### config.mk
export PLATFORM = sky130hd
export DESIGN_NAME = spi_master_arb_flat
export DESIGN_NICKNAME = d
export VERILOG_FILES = /design/src/rtl/spi_master_arb_if.sv /design/src/rtl/spi_master_arb.sv /design/src/flat_wrapper.sv
export SDC_FILE = /design/constraint.sdc
export NUM_CORES = 1
export LEC_CHECK = 0
export CAP_MARGIN = 20
export CORE_AREA = 2 2 89 57
export DETAILED_ROUTE_END_ITERATION = 8
export DIE_AREA = 0 0 91 59
export GPL_TIMING_DRIVEN = 0
export HOLD_SLACK_MARGIN = 0.03
export PLACE_DENSITY = 0.78
export RECOVER_POWER = 50
export SYNTH_ARGS = -nofsm -noshare
export SYNTH_HDL_FRONTEND = slang
export SYNTH_SLANG_ARGS = --single-unit
### constraint.sdc
create_clock -name clk -period 3.3 [get_ports clk]
set_clock_uncertainty 0.15 [all_clocks]
set_input_delay 0.33 -clock clk [delete_from_list [all_inputs] [get_ports clk]]
set_output_delay 0.33 -clock clk [all_outputs]
set_load 0.005 [all_outputs]
### src/rtl/spi_master_arb_if.sv
// spi_master_arb_if: bundles the two-requester handshake and the SPI pins of spi_master_arb.
//   master modport - seen by the arbiter/SPI engine (requests in, grants/SPI pins out)
//   slave modport  - seen by the requesters and the SPI slave (opposite directions)
// Signals:
//   req[1:0]      level request per requester
//   sel0/sel1     target slave index for requester 0/1
//   tx0/tx1       byte to send for requester 0/1
//   gnt[1:0]      one-cycle one-hot grant pulse
//   done[1:0]     one-cycle completion pulse to the granted requester
//   rx_data       last received byte
//   busy          engine not idle
//   sclk/cs_n/mosi/miso  SPI mode-0 bus
interface spi_master_arb_if;
   logic [1:0] req;
   logic [1:0] sel0;
   logic [1:0] sel1;
   logic [7:0] tx0;
   logic [7:0] tx1;
   logic [1:0] gnt;
   logic [1:0] done;
   logic [7:0] rx_data;
   logic       busy;
   logic       sclk;
   logic [3:0] cs_n;
   logic       mosi;
   logic       miso;

   modport master (
      input  req, sel0, sel1, tx0, tx1, miso,
      output gnt, done, rx_data, busy, sclk, cs_n, mosi
   );

   modport slave (
      output req, sel0, sel1, tx0, tx1, miso,
      input  gnt, done, rx_data, busy, sclk, cs_n, mosi
   );
endinterface

### src/rtl/spi_master_arb.sv
// spi_master_arb: round-robin arbiter for two requesters in front of a single SPI mode-0 master.
// A granted requester's sel/tx are captured at grant time, one byte is shifted MSB first on
// mosi while miso is shifted in, and done pulses back to the winner.
// Ports:
//   clk     system clock, rising-edge
//   rst_n   asynchronous active-low reset
//   io_bus  spi_master_arb_if.master (requests, grants, completion, SPI pins)
// Parameter:
//   CLK_DIV SCLK half-period in clk cycles (1..255)
module spi_master_arb #(
   parameter int unsigned CLK_DIV = 4
) (
   input logic              clk,
   input logic              rst_n,
   spi_master_arb_if.master io_bus
);

   localparam logic [7:0] HalfReload = 8'(CLK_DIV - 1);

   typedef enum logic [1:0] {StIdle, StSetup, StXfer, StDone} state_e;

   state_e     r_state;
   state_e     w_state_next;

   logic [7:0] r_half;
   logic [2:0] r_bit;
   logic       r_sclk;
   logic [7:0] r_tx_sh;
   logic [7:0] r_rx_sh;
   logic [7:0] r_rx_data;
   logic [1:0] r_sel;
   logic       r_win;
   logic       r_last;
   logic [1:0] r_gnt;

   logic       w_half_end;
   logic       w_last_bit;
   logic       w_win;
   logic [3:0] w_cs_n;

   assign w_half_end = (r_half == 8'd0);
   assign w_last_bit = (r_bit == 3'd7);

   // Requester 1 wins when it is alone, or on a tie when requester 0 was granted last.
   assign w_win = io_bus.req[1] & (~io_bus.req[0] | ~r_last);

   // State register
   always_ff @(posedge clk or negedge rst_n) begin
      if (!rst_n) begin
         r_state <= StIdle;
      end else begin
         r_state <= w_state_next;
      end
   end

   // Next-state logic
   always_comb begin
      w_state_next = r_state;
      unique case (r_state)
         StIdle: begin
            if (|io_bus.req) begin
               w_state_next = StSetup;
            end
         end
         StSetup: begin
            if (w_half_end) begin
               w_state_next = StXfer;
            end
         end
         StXfer: begin
            // End of the low half of bit 8
            if (w_half_end && !r_sclk && w_last_bit) begin
               w_state_next = StDone;
            end
         end
         StDone: begin
            w_state_next = StIdle;
         end
         default: begin
            w_state_next = StIdle;
         end
      endcase
   end

   // Datapath: capture at grant, SCLK generation, shift registers, round-robin pointer
   always_ff @(posedge clk or negedge rst_n) begin
      if (!rst_n) begin
         r_half    <= 8'd0;
         r_bit     <= 3'd0;
         r_sclk    <= 1'b0;
         r_tx_sh   <= 8'h00;
         r_rx_sh   <= 8'h00;
         r_rx_data <= 8'h00;
         r_sel     <= 2'd0;
         r_win     <= 1'b0;
         r_last    <= 1'b1;
         r_gnt     <= 2'b00;
      end else begin
         r_gnt <= 2'b00;
         unique case (r_state)
            StIdle: begin
               if (|io_bus.req) begin
                  r_gnt   <= w_win ? 2'b10 : 2'b01;
                  r_win   <= w_win;
                  r_sel   <= w_win ? io_bus.sel1 : io_bus.sel0;
                  r_tx_sh <= w_win ? io_bus.tx1 : io_bus.tx0;
                  r_half  <= HalfReload;
                  r_bit   <= 3'd0;
                  r_sclk  <= 1'b0;
               end
            end
            StSetup: begin
               if (w_half_end) begin
                  // First SCLK rise: sample bit 1 of miso
                  r_sclk  <= 1'b1;
                  r_half  <= HalfReload;
                  r_rx_sh <= {r_rx_sh[6:0], io_bus.miso};
               end else begin
                  r_half <= r_half - 8'd1;
               end
            end
            StXfer: begin
               if (!w_half_end) begin
                  r_half <= r_half - 8'd1;
               end else if (r_sclk) begin
                  // Falling edge: present the next bit unless bit 8 just went out
                  r_sclk <= 1'b0;
                  r_half <= HalfReload;
                  if (!w_last_bit) begin
                     r_tx_sh <= {r_tx_sh[6:0], 1'b0};
                  end
               end else if (w_last_bit) begin
                  r_half    <= 8'd0;
                  r_rx_data <= r_rx_sh;
               end else begin
                  r_sclk  <= 1'b1;
                  r_half  <= HalfReload;
                  r_bit   <= r_bit + 3'd1;
                  r_rx_sh <= {r_rx_sh[6:0], io_bus.miso};
               end
            end
            StDone: begin
               r_last  <= r_win;
               r_tx_sh <= 8'h00;
            end
            default: begin
               r_gnt <= 2'b00;
            end
         endcase
      end
   end

   // Output logic
   always_comb begin
      w_cs_n = 4'b1111;
      if (r_state == StSetup || r_state == StXfer) begin
         w_cs_n[r_sel] = 1'b0;
      end
   end

   always_comb begin
      io_bus.busy    = (r_state != StIdle);
      io_bus.cs_n    = w_cs_n;
      io_bus.sclk    = r_sclk;
      io_bus.mosi    = r_tx_sh[7];
      io_bus.gnt     = r_gnt;
      io_bus.rx_data = r_rx_data;
      io_bus.done    = 2'b00;
      if (r_state == StDone) begin
         io_bus.done = r_win ? 2'b10 : 2'b01;
      end
   end

endmodule

### src/flat_wrapper.sv
// flat-port wrapper written by rule: the top's interface ports become plain ports
module spi_master_arb_flat 
#(
   parameter int unsigned CLK_DIV = 4
)
  (clk, rst_n, io_bus_req, io_bus_sel0, io_bus_sel1, io_bus_tx0, io_bus_tx1, io_bus_miso, io_bus_gnt, io_bus_done, io_bus_rx_data, io_bus_busy, io_bus_sclk, io_bus_cs_n, io_bus_mosi);
  spi_master_arb_if io_bus_i ();
  input logic clk;
  input logic rst_n;
  input wire logic [$bits(io_bus_i.req)-1:0] io_bus_req;
  input wire logic [$bits(io_bus_i.sel0)-1:0] io_bus_sel0;
  input wire logic [$bits(io_bus_i.sel1)-1:0] io_bus_sel1;
  input wire logic [$bits(io_bus_i.tx0)-1:0] io_bus_tx0;
  input wire logic [$bits(io_bus_i.tx1)-1:0] io_bus_tx1;
  input wire logic [$bits(io_bus_i.miso)-1:0] io_bus_miso;
  output wire logic [$bits(io_bus_i.gnt)-1:0] io_bus_gnt;
  output wire logic [$bits(io_bus_i.done)-1:0] io_bus_done;
  output wire logic [$bits(io_bus_i.rx_data)-1:0] io_bus_rx_data;
  output wire logic [$bits(io_bus_i.busy)-1:0] io_bus_busy;
  output wire logic [$bits(io_bus_i.sclk)-1:0] io_bus_sclk;
  output wire logic [$bits(io_bus_i.cs_n)-1:0] io_bus_cs_n;
  output wire logic [$bits(io_bus_i.mosi)-1:0] io_bus_mosi;
  assign io_bus_i.req = io_bus_req;
  assign io_bus_i.sel0 = io_bus_sel0;
  assign io_bus_i.sel1 = io_bus_sel1;
  assign io_bus_i.tx0 = io_bus_tx0;
  assign io_bus_i.tx1 = io_bus_tx1;
  assign io_bus_i.miso = io_bus_miso;
  assign io_bus_gnt = io_bus_i.gnt;
  assign io_bus_done = io_bus_i.done;
  assign io_bus_rx_data = io_bus_i.rx_data;
  assign io_bus_busy = io_bus_i.busy;
  assign io_bus_sclk = io_bus_i.sclk;
  assign io_bus_cs_n = io_bus_i.cs_n;
  assign io_bus_mosi = io_bus_i.mosi;
  spi_master_arb #(.CLK_DIV(CLK_DIV)) u_core (.clk(clk), .rst_n(rst_n), .io_bus(io_bus_i));
endmodule
-- After elaboration in Yosys (flattened, before gate mapping)
Index checks and enable logic that the tools add are counted.
- register bits after elaboration: 44
- bits in latches: 0
- bits in writable memories: 0
- memory bits (read-only): 0
- output and inout port bits: 19
- logic and storage cells: 94
- memories: 0
- $add $sub $neg: 2
- $mul: 0
- div/mod/pow operators: 0
- magnitude comparators: 2
- eq/ne operators: 11
- shift operators: 0
- multiplexer cells: 41
- bitwise gates (word level): 6
- reduce and logical (&&, ||, !) cells: 21
- operator list (operator ; count):
    8-bit two-way mux ; 13
    8-bit one-hot mux with 3 select lines ; 2
    2-bit two-way mux ; 10
    8-bit one-hot mux with 2 select lines ; 1
    5-bit AND reduction ; 3
    3-bit two-way mux ; 4
    2-bit by 1-bit != test with 1-bit output (second input constant) ; 5
    8-bit zero test ; 1
    2-bit one-hot mux with 4 select lines ; 1
    4-bit AND reduction ; 2
    8-bit by 1-bit subtractor with 8-bit output (second input constant) ; 1
    1-bit two-way mux ; 6
    3-bit one-hot mux with 2 select lines ; 1
    2-bit nonzero test ; 3
    3-bit nonzero test ; 2
    2-bit equality test (second input constant) ; 2
    4-bit two-way mux ; 1
    2-bit != test (second input constant) ; 2
    4-bit NOT ; 1
    2-bit AND reduction ; 2
    3-bit by 1-bit adder with 3-bit output (second input constant) ; 1
    3-bit equality test (second input constant) ; 1
    1-bit logical AND ; 3
    2-bit by 3-bit less-than comparator with 1-bit output (second input constant) ; 1
    other kinds (12) ; 14

-- Depth between registers and ports, before layout
Gate-level depths: netlist (run 1).
- depth after elaboration: 6
- depth in mapped cells: 8

-- Least setup slack after synthesis (run 1)
No wires, ideal clock.
- path kind: register to register
- start: register u_core.r_half[0]
- end: register u_core.r_half[0]
- arrival: 2.129 ns
- data required time: 3.015 ns
- path slack: 0.885 ns
- stages on the path, launching flop included: 8
- buffers on the path: 1
- clock period less this slack: 2.415 ns
- cell sequence: dfrtp_1 -> inv_1 -> ha_1 -> or4b_1 -> buf_2 -> or4_4 -> a2111oi_2 -> a211oi_1
- longest elaborated chain between the ends: 3
- RTL lines (element ; line ; RTL):
    start: declaration ; spi_master_arb.sv:25 ; logic [7:0] r_half;
    start signal: assignment ; spi_master_arb.sv:107 ; r_half <= HalfReload;
    start signal: assignment ; spi_master_arb.sv:116 ; r_half <= HalfReload;
    start signal: assignment ; spi_master_arb.sv:119 ; r_half <= r_half - 8'd1;
    8-bit by 1-bit subtractor with 8-bit output or 8-bit zero test (tied branches) ; spi_master_arb.sv:119, spi_master_arb.sv:124, spi_master_arb.sv:41 ;
    8-bit two-way mux (on tied branches) ; spi_master_arb.sv:123, spi_master_arb.sv:113 ;
    8-bit one-hot mux with 3 select lines * ; spi_master_arb.sv:100 ; unique case (r_state)
Every way passes the cells marked *; elsewhere a longest branch is shown, timed or not.
A chain may end at the register's enable or synchronous reset.

-- Final worst setup path (run 1)
- start: register u_core.r_state[0]
- end: output port io_bus_cs_n[0]
- longest elaborated chain between the ends: 3
- RTL lines (element ; line ; RTL):
    start: declaration ; spi_master_arb.sv:22 ; state_e r_state;
    start signal: assignment ; spi_master_arb.sv:50 ; r_state <= StIdle;
    start signal: assignment ; spi_master_arb.sv:52 ; r_state <= w_state_next;
    2-bit by 1-bit equality test with 1-bit output or 2-bit equality test (tied branches) ; spi_master_arb.sv:156 ; if (r_state == StSetup || r_state == StXfer) begin
    1-bit logical OR * ; spi_master_arb.sv:156 ;
    4-bit two-way mux * ; spi_master_arb.sv:156 ;
    end: declaration ; flat_wrapper.sv:21 ; output wire logic [$bits(io_bus_i.cs_n)-1:0] io_bus_cs_n;
Marked as above.

==> summary.txt, run 1 <==
Worst slew pin tran -> 0.980 ns
Remaining DRCs -> 0
Achievable Freq -> 0.359 GHz
Initial Util -> 0.515
# setup viols final -> 0
Fin crit share -> 0.844
Crit path DAT -> 2.31 ns
CTS Buf Count -> 5
Num ports -> 44
Post-route setup TNS -> 0 ns
Seq/Total Area, Yosys -> 0.479
Post-synth cell types -> 44
XOR/XNOR Fraction of Synth Area -> 0
Crit path top cell by count -> inv_1
Post-synthesis compound-gate area fraction -> 0.105
Share of cells above drive strength 1 -> 0.120
Grt ovf -> 0
Synthesized cell area -> 2300 sq um
Power Dens Cells -> 905 nW/um^2
Top routing layer in use -> met4
Post-synthesis mux area share -> 0.153
Clock-pin slew of the registers on the worst-case setup and hold paths -> 0.08 ns
Post-synthesis adder-cell area fraction -> 0.0435
Initial antenna violation count -> 0
CTS tree -> yes
Gpl congestion -> 0.834
RSZ-0062 raised after global routing -> false
First-pass GRT wire length -> 8840 um
Syn. warnings -> 0
DR vias/cell -> 5.52
Area growth, synth to finish -> 28.0%
Drt total wl -> 4960 um
Largest net degree at the start of global routing -> 30
Die Ht -> 59 um
Max Root-Sink Buffers -> 2
Clock power frac -> 0.154
Core area -> 4470 sq um
Post-CTS Resized -> 0
Total number of vias -> 1865
Routed len/inst -> 14.7 um
Slowest CP cell -> clkdlybuf4s50_1
Starting DRC count in detailed routing -> 104
Switching share of power -> 0.401
Crit path max fanout -> 7
Antenna viol nets, final -> 0
Critical-path cell list -> inv_1 -> ha_1 -> inv_1 -> or3_1 -> clkdlybuf4s50_1
FF-to-FF setup slack -> 0.58 ns
Reg power frac -> 0.338
Relative max-transition margin -> 0.345
Max_cap viols -> 0
Wire length on met2 -> 2130 um
Comb power frac -> 0.508
Flops & latches, synth -> 44
Vias in the first global route -> 1914
Final Max Tran Viols -> 0
Status -> finished, final reports clean
Pre-antenna DRT Iters -> 4
Htree depth -> 2
Period minus WS final -> 2.79 ns
Syn Inst Count -> 222
Final Non-Filler Cells -> 338
Static leakage -> 1.31 nW
EDFF count, synth -> 0
Count of buffers from port buffering -> 43
CP startpoint kind -> flip-flop
Hold crit path type -> flip-flop to flip-flop
Worst-Skew Late Latency -> 0.30 ns
Post-synth ARST share -> 1.00
Post-Syn Area per Cell -> 10.4 sq um
Net Switching -> 1.07 mW
Worst Min Path Start -> u_core.r_tx_sh[7]
Total power -> 2.67 mW
Int Power -> 1.60 mW
Final Hold Fails -> 0
Die width -> 91 um
Clk sinks -> 44
Worst hold slack -> 0.332 ns
Crit Reg-Reg Startpoint -> u_core.r_half[0]
Met1 wire length -> 2440 um
NumNets Final -> 307
Largest family of logic cells by synthesized area -> simple AND/OR/NAND/NOR gates
Metal3 WL -> 346 um
Ys flop type -> dfrtp_1
Post-Synth Simple-Gate Area -> 0.183
CP Launch Point -> u_core.r_state[0]
Std cell rows -> 19
Core Util, Final -> 0.659
Peak supply drop -> 0.397 mV
Root buffer selected by CTS -> clkbuf_8
Diode count -> 0
Dpl cells -> 329
Max stage delay on crit path -> 0.46 ns
GRT Util Overall -> 0.209
Final HPWL DP -> 3690 um
Syn_nets -> 255
Critical path class -> flip-flop to output pin
Critical Path End Type -> output pin
CP Data Required Time -> 2.82 ns
Full die area -> 5370 sq um
Filler cells -> 388
placed cells by master (no fill, tap or decap), drive strengths merged, types with 2 or more instances in the layout:
master and n:
o41ai 3, buf 2, or4 2, a211oi 2, ha 8, inv 11
nor3 9, a21o 2, nand2 16, o21ai 14, nand3b 2, nand3 23
or3 3, dlygate4sd3 9, a21oi 9, clkdlybuf4s50 34, mux2 25, nor2 11
clkbuf 16, mux2i 7, dfrtp 43, nor4 2
sequential cells by signal, indices dropped and copies added, names as in the netlist:
name                   cells
u_core.r_last              1
u_core.io_bus.rx_data      8
u_core.r_win               1
u_core.r_tx_sh             8
u_core.r_bit               3
u_core.io_bus.gnt          2
u_core.io_bus.sclk         1
u_core.r_sel               2
u_core.r_half              8
u_core.r_state             2
u_core.r_rx_sh             8
cells in the mapped netlist (2+ instances only):
cell type,number,area share
dfrtp_1,43,0.47
nand3_1,23,0.050
nand2_1,16,0.026
mux2_2,15,0.073
o21ai_0,13,0.028
inv_1,11,0.018
nor2_1,11,0.018
clkbuf_1,10,0.016
mux2_1,10,0.049
a21oi_1,9,0.020
ha_1,8,0.043
nor3_1,8,0.017
mux2i_1,7,0.030
o41ai_1,3,0.011
or3_1,3,0.0082
a21o_1,2,0.0065
nand3b_1,2,0.0065
nor4_1,2,0.0054
area by class of cell:
class                   instances  area, sq um  area share
clock inverters                 3         42.5      0.0144
flip-flops and latches         44         1100       0.374
multi-input cells             156         1120       0.379
repair buffers                 45          454       0.154
inverters                      11         41.3      0.0140
plain buffers                  11         42.5      0.0144
well taps                      63         78.8      0.0268
clock buffers                   5         68.8      0.0234
power by group through the flow:
stage,clock network (mW),logic [mW],registers [mW]
after global placement,0,1.32,0.901
after CTS,0.421,1.37,0.899
final,0.410,1.36,0.901
after floorplan,0,0.985,0.864
after detailed placement,0,1.36,0.906
after global routing,0.445,1.53,0.930
path summary, 6_finish.rpt:
kind	end	cells past startpoint
max	io_bus_cs_n[0]	5
min	u_core.r_tx_sh[7]	1
max reg2reg	u_core.r_tx_sh[1]	6
min reg2reg	u_core.r_tx_sh[7]	1
max in group asynchronous	u_core.r_tx_sh[5]	3
min in group asynchronous	u_core.r_half[5]	2
stage by stage:
stage	setup slack, ns	area, sq um
final	0.514	2950
after global routing	0.351	2950
after CTS	0.539	2950
after detailed placement	0.593	2830
after global placement	0.594	2810
after floorplan	0.885	2300
kinds of logic (layout without fill, tap and decap cells):
| logic type | Yosys count | count (layout) |
|---|---|---|
| AO/OA/AOI/OAI | 37 | 37 |
| AND/OR/NAND/NOR | 79 | 79 |
| flip-flops | 44 | 44 |
| buffers and inverters | 22 | 75 |
| multiplexers | 32 | 32 |
| adder cells (fa/ha/maj) | 8 | 8 |
repair_timing:
item                                   in CTS  in global routing
setup buffers                               0                  0
hold buffers                                1                  0
endpoints found under the hold margin      14                  0
critical path, delay by kind of cell (launching register included):
kind,cells,cell delay (ns)
flip-flops,1,0.42
buffers and inverters,3,0.74
adder cells (fa/ha/maj),1,0.45
AND/OR/NAND/NOR,1,0.40
layer usage:
layer	track usage	vias to the layer above
met5	0	-
met4	0.0649	0
met3	0.0547	3
met2	0.323	56
met1	0.293	902
li1	-	904
Power figures use the tool's default switching activity.
==> run 2, diff against run 1 <==
--- a/config.mk
+++ b/config.mk
@@ -6,12 +6,12 @@
 export NUM_CORES = 1
 export LEC_CHECK = 0
 export CAP_MARGIN = 20
-export CORE_AREA = 2 2 89 57
+export CORE_AREA = 2 2 94 60
 export DETAILED_ROUTE_END_ITERATION = 8
-export DIE_AREA = 0 0 91 59
+export DIE_AREA = 0 0 96 62
 export GPL_TIMING_DRIVEN = 0
 export HOLD_SLACK_MARGIN = 0.03
-export PLACE_DENSITY = 0.78
+export PLACE_DENSITY = 0.74
 export RECOVER_POWER = 50
 export SYNTH_ARGS = -nofsm -noshare
 export SYNTH_HDL_FRONTEND = slang
==> constraint.sdc (replaced) <==
create_clock -name clk -period 2.51 [get_ports clk]
set_clock_uncertainty 0.15 [all_clocks]
set_input_delay 0.251 -clock clk [delete_from_list [all_inputs] [get_ports clk]]
set_output_delay 0.251 -clock clk [all_outputs]
set_load 0.005 [all_outputs]
==> summary.txt, run 2 (synthesis gave the netlist of run 1 again) <==
Count of buffers from port buffering -> 43 (unchanged)
Remaining DRCs -> 0 (unchanged)
Num ports -> 44 (unchanged)
Worst hold slack -> 0.340 ns (+0.00783 ns)
Die width -> 96 um (+5.5%)
Critical path class -> flip-flop to flip-flop
Htree depth -> 2 (unchanged)
Diode count -> 0 (unchanged)
Filler cells -> 462 (+19%)
Drt total wl -> 5290 um (+6.7%)
Antenna viol nets, final -> 0 (unchanged)
Reg2Reg Depth -> 7 (+1)
Starting DRC count in detailed routing -> 69 (-34%)
# setup viols final -> 0 (unchanged)
Initial antenna violation count -> 0 (unchanged)
Commonest non-fill, non-tap cells in the layout -> 43 x dfrtp_1, 36 x clkdlybuf4s50_1, 23 x nand3_1
Hold crit path type -> flip-flop to flip-flop
Max_cap viols -> 0 (unchanged)
Full die area -> 5950 sq um (+11%)
Hold Path Depth -> 1 (unchanged)
Peak supply drop -> 0.576 mV (+45%)
RSZ-0062 raised after global routing -> true
Die Ht -> 62 um (+5.1%)
Status -> finished, final reports clean
Vias in the first global route -> 1793 (-6.3%)
DR vias/cell -> 5.39 (-2.3%)
GRT Util Overall -> 0.189 (-0.0194)
CP Data Required Time -> 2.54 ns (-0.28 ns)
Power Dens Cells -> 1240 nW/um^2 (+36%)
Dpl cell area -> 2830 sq um (+0.27%)
CP startpoint kind -> flip-flop
Commonest non-fill, non-tap cell in the layout -> dfrtp_1
Core Util, Final -> 0.592 (-0.0675)
Total number of vias -> 1898 (+1.8%)
CTS Buf Count -> 5 (unchanged)
Core area -> 5230 sq um (+17%)
Routed len/inst -> 15.0 um (+2.5%)
Clk sinks -> 44 (unchanged)
Pre-antenna DRT Iters -> 4 (unchanged)
Final Hold Fails -> 0 (unchanged)
Max Root-Sink Buffers -> 2 (unchanged)
Clock-pin slew of the registers on the worst-case setup and hold paths -> 0.09 ns (about the same)
Root buffer selected by CTS -> clkbuf_8
Worst slew pin tran -> 0.777 ns (-0.202 ns)
Initial Util -> 0.440 (-0.0748)
Area growth, synth to finish -> 34.4%
Crit path DAT -> 2.53 ns (+0.22 ns)
First-pass GRT wire length -> 8540 um (-3.3%)
Achievable Freq -> 0.401 GHz
Final HPWL DP -> 3700 um (+0.43%)
NumNets Final -> 315 (+2.6%)
Crit path max fanout -> 6 (-1)
Worst-Skew Late Latency -> 0.30 ns (about the same)
Static leakage -> 1.35 nW (+3.3%)
CTS tree -> yes
Fin crit share -> 0.992
Period minus WS final -> 2.49 ns
Largest net degree at the start of global routing -> 33 (+10%)
Std cell rows -> 21 (+2)
Total power -> 3.82 mW (+43%)
Final Max Tran Viols -> 0 (unchanged)
Relative max-transition margin -> 0.482 (+0.136)
Final instance area -> 3090 sq um (+5.0%)
Critical Path End Type -> flip-flop
Gpl congestion -> 0.822 (-1.4%)
Share of cells above drive strength 1 -> 0.184 (+0.0637)
Grt ovf -> 0 (unchanged)
run 2: cell type report:
type / instances / area (sq um) / share of cell area
clock inverter: 3 / 23.8 / 0.00768
tap: 69 / 86.3 / 0.0279
buffer: 9 / 43.8 / 0.0142
multi-input combinational: 156 / 1200 / 0.388
sequential: 44 / 1100 / 0.356
timing repair buffer: 55 / 523 / 0.169
inverter: 11 / 45.0 / 0.0146
clock buffer: 5 / 68.8 / 0.0222
run 2: worst paths after layout:
check	slack [ns]	end	start
max reg2reg	0.02	u_core.r_half[0]	u_core.r_half[0]
min in group asynchronous	0.35	u_core.r_half[0]	rst_n
max	0.02	u_core.r_half[0]	u_core.r_half[0]
min	0.34	u_core.r_tx_sh[7]	u_core.r_tx_sh[7]
min reg2reg	0.34	u_core.r_tx_sh[7]	u_core.r_tx_sh[7]
max in group asynchronous	0.66	u_core.r_tx_sh[3]	rst_n
run 2: metrics by stage:
step | instances | setup TNS (ns) | worst slack [ns]
floorplan | 222 | 0 | 0.0952
global placement | 334 | -9.76 | -0.161
detailed placement | 335 | -3.78 | -0.169
CTS | 348 | 0 | 0.00199
global route | 352 | -0.108 | -0.0436
finish | 352 | 0 | 0.0190
run 2: metal layers:
layer | vias to the layer above | global-route usage | part of all wire
met5 | - | 0 | 0
met3 | 2 | 0.0627 | 0.067
met1 | 923 | 0.269 | 0.49
met2 | 55 | 0.286 | 0.43
met4 | 0 | 0.0367 | 0.0034
li1 | 918 | - | -
run 2: repair_timing:
| action | CTS | global route |
|---|---|---|
| cloned | 0 | 0 |
| setup buffers | 4 | 6 |
| hold endpoints to repair | 44 | 0 |
| hold buffers | 1 | 0 |
| endpoints found under the setup margin | 33 | 16 |
| pin swaps | 3 | 5 |
| resized for setup | 11 | 10 |
run 2: critical path: stages (launching register included):
cell and delay, ns:
dfrtp_1 0.42, inv_2 0.10, ha_4 0.16, or4b_4 0.47
buf_6 0.15, or4_4 0.45, a2111oi_4 0.41, a211oi_2 0.06
run 2: power breakdown:
group	internal, mW	switching [mW]	leakage, nW
Combinational	1.08	1.10	0.749
Clock	0.197	0.262	0.0404
Sequential	0.979	0.197	0.565
Total	2.26	1.56	1.35
